### src/rtl/disp_pkg.sv
// Shared types for the multiplexed display scan capture.
// Segment decode table, FSM encoding, stability limits.
package disp_pkg;

  localparam int STABLE_MIN = 2;
  localparam int STABLE_MAX = 255;

  localparam logic [0:0] ST_HUNT    = 1'b0;
  localparam logic [0:0] ST_CAPTURE = 1'b1;

  typedef struct packed {
    logic       ok;
    logic [3:0] val;
  } seg_dec_t;

  typedef struct packed {
    logic       ok;
    logic [1:0] idx;
  } an_dec_t;

  // Active-low segments a..g in bits 0..6.
  function automatic seg_dec_t seg_decode(
    input logic [6:0] s
  );
    seg_dec_t r;
    r.ok  = 1'b1;
    r.val = 4'h0;
    case (s)
      7'h40: r.val = 4'd0;
      7'h79: r.val = 4'd1;
      7'h24: r.val = 4'd2;
      7'h30: r.val = 4'd3;
      7'h19: r.val = 4'd4;
      7'h12: r.val = 4'd5;
      7'h02: r.val = 4'd6;
      7'h78: r.val = 4'd7;
      7'h00: r.val = 4'd8;
      7'h10: r.val = 4'd9;
      default: begin
        r.ok  = 1'b0;
        r.val = 4'hF;
      end
    endcase
    return r;
  endfunction

  // Exactly one low anode bit is a legal select.
  function automatic an_dec_t an_decode(
    input logic [3:0] an
  );
    an_dec_t r;
    r.ok  = 1'b1;
    r.idx = 2'd0;
    case (an)
      4'b1110: r.idx = 2'd0;
      4'b1101: r.idx = 2'd1;
      4'b1011: r.idx = 2'd2;
      4'b0111: r.idx = 2'd3;
      default: r.ok  = 1'b0;
    endcase
    return r;
  endfunction

endpackage

### src/rtl/scan_stable_filter.sv
// Synchronizes (an, sseg) and emits one accept per stable pair.
// Ports: clk, rst_n, an_i, sseg_i -> accept_o, an_o, sseg_o.
module scan_stable_filter
  import disp_pkg::*;
#(
  parameter int STABLE_CYCLES = 4,
  parameter int SYNC_STAGES   = 2
) (
  input  logic       clk,
  input  logic       rst_n,
  input  logic [3:0] an_i,
  input  logic [7:0] sseg_i,
  output logic       accept_o,
  output logic [3:0] an_o,
  output logic [7:0] sseg_o
);

  localparam int K =
    (STABLE_CYCLES < STABLE_MIN) ? STABLE_MIN :
    (STABLE_CYCLES > STABLE_MAX) ? STABLE_MAX :
    STABLE_CYCLES;
  localparam logic [7:0] K_SAT = 8'(K);
  localparam logic [7:0] K_ACC = 8'(K - 1);

  logic [11:0] sync_q [SYNC_STAGES];
  logic        vld_q  [SYNC_STAGES];
  logic [11:0] prev_q;
  logic        prev_vld_q;
  logic [7:0]  cnt_q, cnt_d;
  logic [11:0] pair;
  logic        pair_vld;
  logic        same;

  assign pair     = sync_q[SYNC_STAGES-1];
  assign pair_vld = vld_q[SYNC_STAGES-1];

  // Valid bits ride along the synchronizer so the
  // reset value is never mistaken for a stable pair.
  always_ff @(posedge clk or negedge rst_n) begin
    if (!rst_n) begin
      for (int i = 0; i < SYNC_STAGES; i++) begin
        sync_q[i] <= '0;
        vld_q[i]  <= 1'b0;
      end
    end else begin
      sync_q[0] <= {an_i, sseg_i};
      vld_q[0]  <= 1'b1;
      for (int i = 1; i < SYNC_STAGES; i++) begin
        sync_q[i] <= sync_q[i-1];
        vld_q[i]  <= vld_q[i-1];
      end
    end
  end

  assign same = pair_vld && prev_vld_q && (pair == prev_q);

  // Saturating at K keeps K-1 a single-cycle match.
  always_comb begin
    cnt_d = 8'd0;
    if (same) begin
      cnt_d = (cnt_q == K_SAT) ? cnt_q : cnt_q + 8'd1;
    end
  end

  always_ff @(posedge clk or negedge rst_n) begin
    if (!rst_n) begin
      prev_q     <= '0;
      prev_vld_q <= 1'b0;
      cnt_q      <= 8'd0;
    end else begin
      prev_q     <= pair;
      prev_vld_q <= pair_vld;
      cnt_q      <= cnt_d;
    end
  end

  assign accept_o = (cnt_q == K_ACC);
  assign an_o     = prev_q[11:8];
  assign sseg_o   = prev_q[7:0];

endmodule

### src/rtl/disp_scan_capture.sv
// Reassembles a 4-digit frame from a multiplexed 7-seg scan.
// Ports: clk, rst_n, an, sseg, frame_ready -> digits, dps,
// legal, frame_valid, overrun, err_anode.
module disp_scan_capture
  import disp_pkg::*;
#(
  parameter int STABLE_CYCLES = 4,
  parameter int SYNC_STAGES   = 2
) (
  input  logic        clk,
  input  logic        rst_n,
  input  logic [3:0]  an,
  input  logic [7:0]  sseg,
  output logic [15:0] digits,
  output logic [3:0]  dps,
  output logic [3:0]  legal,
  output logic        frame_valid,
  input  logic        frame_ready,
  output logic        overrun,
  output logic        err_anode
);

  logic       acc;
  logic [3:0] f_an;
  logic [7:0] f_seg;

  scan_stable_filter #(
    .STABLE_CYCLES (STABLE_CYCLES),
    .SYNC_STAGES   (SYNC_STAGES)
  ) u_filt (
    .clk      (clk),
    .rst_n    (rst_n),
    .an_i     (an),
    .sseg_i   (sseg),
    .accept_o (acc),
    .an_o     (f_an),
    .sseg_o   (f_seg)
  );

  an_dec_t  ad;
  seg_dec_t sd;

  assign ad = an_decode(f_an);
  assign sd = seg_decode(f_seg[6:0]);

  logic [0:0]  state_q, state_d;
  logic [1:0]  exp_q, exp_d;
  logic [15:0] sdig_q, sdig_d;
  logic [3:0]  sdp_q, sdp_d;
  logic [3:0]  slg_q, slg_d;
  logic        store;
  logic        complete;
  logic        err_d;
  logic        hs;

  // Digit 0 always (re)starts a frame, which also covers
  // the out-of-order case that lands on digit 0.
  always_comb begin
    state_d  = state_q;
    exp_d    = exp_q;
    store    = 1'b0;
    complete = 1'b0;
    err_d    = 1'b0;
    if (acc) begin
      unique case (1'b1)
        !ad.ok: begin
          err_d   = 1'b1;
          state_d = ST_HUNT;
          exp_d   = 2'd0;
        end
        ad.ok && ad.idx == 2'd0: begin
          store   = 1'b1;
          state_d = ST_CAPTURE;
          exp_d   = 2'd1;
        end
        ad.ok && ad.idx != 2'd0
          && state_q == ST_CAPTURE
          && ad.idx == exp_q: begin
          store    = 1'b1;
          exp_d    = exp_q + 2'd1;
          complete = (exp_q == 2'd3);
        end
        default: begin
          state_d = ST_HUNT;
          exp_d   = 2'd0;
        end
      endcase
    end
  end

  always_comb begin
    sdig_d = sdig_q;
    sdp_d  = sdp_q;
    slg_d  = slg_q;
    if (store) begin
      sdig_d[{ad.idx, 2'b00} +: 4] = sd.val;
      sdp_d[ad.idx]                = ~f_seg[7];
      slg_d[ad.idx]                = sd.ok;
    end
  end

  always_ff @(posedge clk or negedge rst_n) begin
    if (!rst_n) begin
      state_q <= ST_HUNT;
      exp_q   <= 2'd0;
      sdig_q  <= 16'hFFFF;
      sdp_q   <= 4'h0;
      slg_q   <= 4'h0;
    end else begin
      state_q <= state_d;
      exp_q   <= exp_d;
      sdig_q  <= sdig_d;
      sdp_q   <= sdp_d;
      slg_q   <= slg_d;
    end
  end

  assign hs = frame_valid & frame_ready;

  // A completion on a handshake cycle refills the slot.
  always_ff @(posedge clk or negedge rst_n) begin
    if (!rst_n) begin
      digits      <= 16'hFFFF;
      dps         <= 4'h0;
      legal       <= 4'h0;
      frame_valid <= 1'b0;
      overrun     <= 1'b0;
      err_anode   <= 1'b0;
    end else begin
      err_anode <= err_d;
      if (complete) begin
        if (!frame_valid || hs) begin
          digits      <= sdig_d;
          dps         <= sdp_d;
          legal       <= slg_d;
          frame_valid <= 1'b1;
        end else begin
          overrun <= 1'b1;
        end
      end else if (hs) begin
        frame_valid <= 1'b0;
      end
    end
  end

endmodule

### config.mk
export PLATFORM = sky130hd
export DESIGN_NAME = disp_scan_capture
export DESIGN_NICKNAME = d
export VERILOG_FILES = /design/src/rtl/disp_pkg.sv /design/src/rtl/scan_stable_filter.sv /design/src/rtl/disp_scan_capture.sv
export SDC_FILE = /design/constraint.sdc
export NUM_CORES = 1
export LEC_CHECK = 0
export CAP_MARGIN = 5
export CORE_ASPECT_RATIO = 0.7
export CORE_UTILIZATION = 53
export CTS_BUF_LIST = sky130_fd_sc_hd__clkbuf_2
export DETAILED_ROUTE_END_ITERATION = 10
export PLACE_DENSITY = 0.75
export SYNTH_ARGS = -nofsm -noshare
export SYNTH_HDL_FRONTEND = slang
export SYNTH_SLANG_ARGS = --single-unit
### constraint.sdc
create_clock -name clk -period 2.89 [get_ports clk]
set_clock_uncertainty 0.05 [all_clocks]
set_input_delay 0.289 -clock clk [delete_from_list [all_inputs] [get_ports clk]]
set_output_delay 0.289 -clock clk [all_outputs]
set_load 0.01 [all_outputs]
==> results.yml <==
synth:
  synthFlopType: "dfrtp_1"
  yosysWarnings: 0
  synth_top_area_share: 0.398
  ys_types: 71
  netlist_instances: 359
  syn_area_per_cell_um2: 12.1
  yosys-top-cells-area: "dfrtp_1 (40%), dfstp_2 (19%), nand2_1 (3.4%), xnor2_1 (3.0%), nor2_1 (2.6%)"
  ys_async_sr_fraction: 1.00
  synth.cell_area_um2: 4340
  synth-edff-count: 0
  yosysSeqAreaShare: 0.591
  ys_ff_latch: 101
  synth_top_cell_by_area: "dfrtp_1"
  syn_nets: 382
die:
  pin_count: 42
  die_area_um2: 8570
  fp.dieH_um: 77.7
  core_um2: 7910
  die_width_um: 110
  initial_utilization: 0.549
  rows: 27
global_routing:
  grt_max_degree: 51
  grt_pass1_wl_um: 14000
  top_usage_layer: "met1"
  track_usage: 0.220
  use_met1: 0.323
  antenna_found_initial: 0
  use_met2: 0.314
  grt_overflow_total: 0
  grt.met3_usage: 0.0647
  grt_pass1_vias: 2819
critical_path:
  worst_setup_path_start_kind: "flop"
  cp_top_family: "simple AND/OR/NAND/NOR gates"
  path_class: "flop to flop"
  reg2reg_from: "u_filt.prev_q[11]"
  worstRegToRegCells: 9
  end_kind: "flop"
  crit_slowest_cell: "dfrtp_2"
  worstReg2RegEnd: "legal[1]"
  regToRegSetupSlack_ns: 0.13
  crit_fanout: 15
  crit_chain: "xnor2_1 -> or2_2 -> ha_1 -> and2b_1 -> and4_1 -> o211a_4 -> and3_4 -> buf_12 -> mux2_2"
  path_buf_inv: 1
  cp.required_ns: 3.35
  arrival_ns: 3.22
  cpPeakStageDelay_ns: 0.50
worst_hold_path:
  worstHoldPathCells: 1
  min_from: "sseg[5]"
  min_to: "u_filt.sync_q[17]"
  hold_class: "primary input to flop"
routing:
  ant_nets: 0
  viasPerCell: 5.44
  first_pass_iters: 5
  vias: 2847
  wl_per_cell_um: 16.2
  drc: 0
  drt_wl_total_um: 8490
  dr.first_iter.drc_count: 262
place:
  place_area_um2: 4870
  port_buffers: 41
  routabilityCongestion: 0.879
  hpwl_um: 5930
timing:
  setup_violations: 0
  rsz0062_at_grt: "no"
  hold_viol: 0
  worst_slew_pin_slew_ns: 0.623
  slew_headroom: 0.585
  slew_viol_final: 0
  max_freq_mhz: 363
  hold_ws_ns: 0.0570
  period_share: 0.954
  tns_ns: 0
  min_period_ns: 2.76
clock_network:
  clk_latency_ns: 0.58
  cts_tree: "built"
  clk_pin_slew_ns: 0.26
  cts_max_level: 3
  cts_root_buf: "clkbuf_2"
  clock_path_buffers: 2
  cts_buffers: 9
  cts_sinks: 101
power:
  ir_drop_mv: 0.311
  leakage_nw: 2.20
  powerDensity_nw_per_um2: 444
job:
  cap_violations: 0
finish:
  num-nets-final: 440
  final_area_um2: 5090
  drive_gt1_frac: 0.239
  syn_to_final_growth_pct: 17.3
  diodes: 0
  layout_commonest_cell: "dfrtp_1"
  fillCellCount: 604
  layout_common_cells: "dfrtp_1 (67), clkdlybuf4s50_1 (40), nand2_1 (39), dfstp_2 (32), nor2_1 (30)"
run_status:
  status: "finished, final reports clean"
-- routing by layer --
metal | wire, µm | part of all wire
met4 | 115 | 0.014
met5 | 0 | 0
met3 | 457 | 0.054
met2 | 3740 | 0.44
met1 | 4170 | 0.49
-- how the worst max path moves through the flow --
stage	start	endpoint	slack, ns	depth (start not counted)
after floorplan	u_filt.prev_q[10]	legal[2]	0.15	10
after global placement	u_filt.prev_q[11]	legal[3]	0.23	9
after detailed placement	u_filt.prev_q[11]	legal[1]	0.13	9
after CTS	u_filt.prev_q[11]	legal[1]	0.1	9
after global routing	u_filt.prev_q[11]	digits[15]	0.008	10
final	u_filt.prev_q[11]	legal[1]	0.13	9
-- metrics by stage --
step / util / setup slack, ns / power (mW) / std cells
3_3_place_gp: 0.616 / 0.228 / 1.62 / 498
3_5_place_dp: 0.616 / 0.132 / 1.62 / 498
6_report: 0.645 / 0.132 / 2.26 / 523
2_1_floorplan: - / 0.153 / 1.56 / 359
5_1_grt: 0.645 / 0.00818 / 2.36 / 523
4_1_cts: 0.632 / 0.0987 / 2.29 / 515
-- registers in the layout, indices dropped and copies added, names as in the netlist --
signal and cells:
u_filt.sync_q 12, legal 4, err_anode 1, frame_valid 1
exp_q 2, u_filt.cnt_q 8, u_filt.prev_vld_q 1, slg_q 4
state_q 1, u_filt.pair 12, u_filt.pair_vld 1, digits 16
sdig_q 16, u_filt.vld_q 1, sdp_q 4, dps 4
overrun 1, u_filt.prev_q 12
-- worst reg2reg max path: stages, from the launching register on --
cell and delay [ns]:
dfrtp_2 0.50, xnor2_1 0.15, or2_2 0.34, ha_1 0.20, and2b_1 0.23, and4_1 0.24
o211a_4 0.24, and3_4 0.24, buf_12 0.16, mux2_2 0.34
-- cells in the mapped netlist (6+ instances only) --
cell and number:
dfrtp_1 69, nand2_1 39, dfstp_2 32, nor2_1 30, xnor2_1 15, a21oi_1 14, nand3_1 11, inv_1 10
o21ai_0 9, a31oi_1 8, ha_1 8, or2_1 7, buf_4 6, mux2_2 6, nand4_1 6
-- area by class of cell --
cell class                      instances  area (µm²)  area share
Sequential cell                       101        2570       0.504
Multi-Input combinational cell        235        1640       0.322
Timing Repair Buffer                   60         611       0.120
Tap cell                              101         126      0.0248
Clock inverter                          6        61.3      0.0120
Clock buffer                           10        50.0     0.00982
Inverter                               10        37.5     0.00737
-- power by group --
part	total [mW]	internal, mW	switching [mW]	leakage [nW]
clock	0.655	0.202	0.453	0.0721
combinational	0.133	0.0626	0.0706	0.925
sequential	1.48	1.45	0.0294	1.20
-- kinds of logic after synthesis --
kind of cell	Yosys count	share of synthesized area
other	1	0.000863
and+or+nand+nor	132	0.164
xor gates and xnor gates	20	0.0403
muxes	14	0.0398
adders and majority gates	8	0.0230
buffers and inverters	23	0.0326
AOI/OAI and AO/OA	60	0.109
DFF	101	0.591
-- timing repair --
action | CTS | global route
setup buffers | 0 | 1
gates resized for setup | 0 | 4
hold endpoints to repair | 49 | 6
endpoints found under the setup margin | 0 | 6
hold buffers | 1 | 6
No activity file was read; power rests on OpenSTA's default activity.
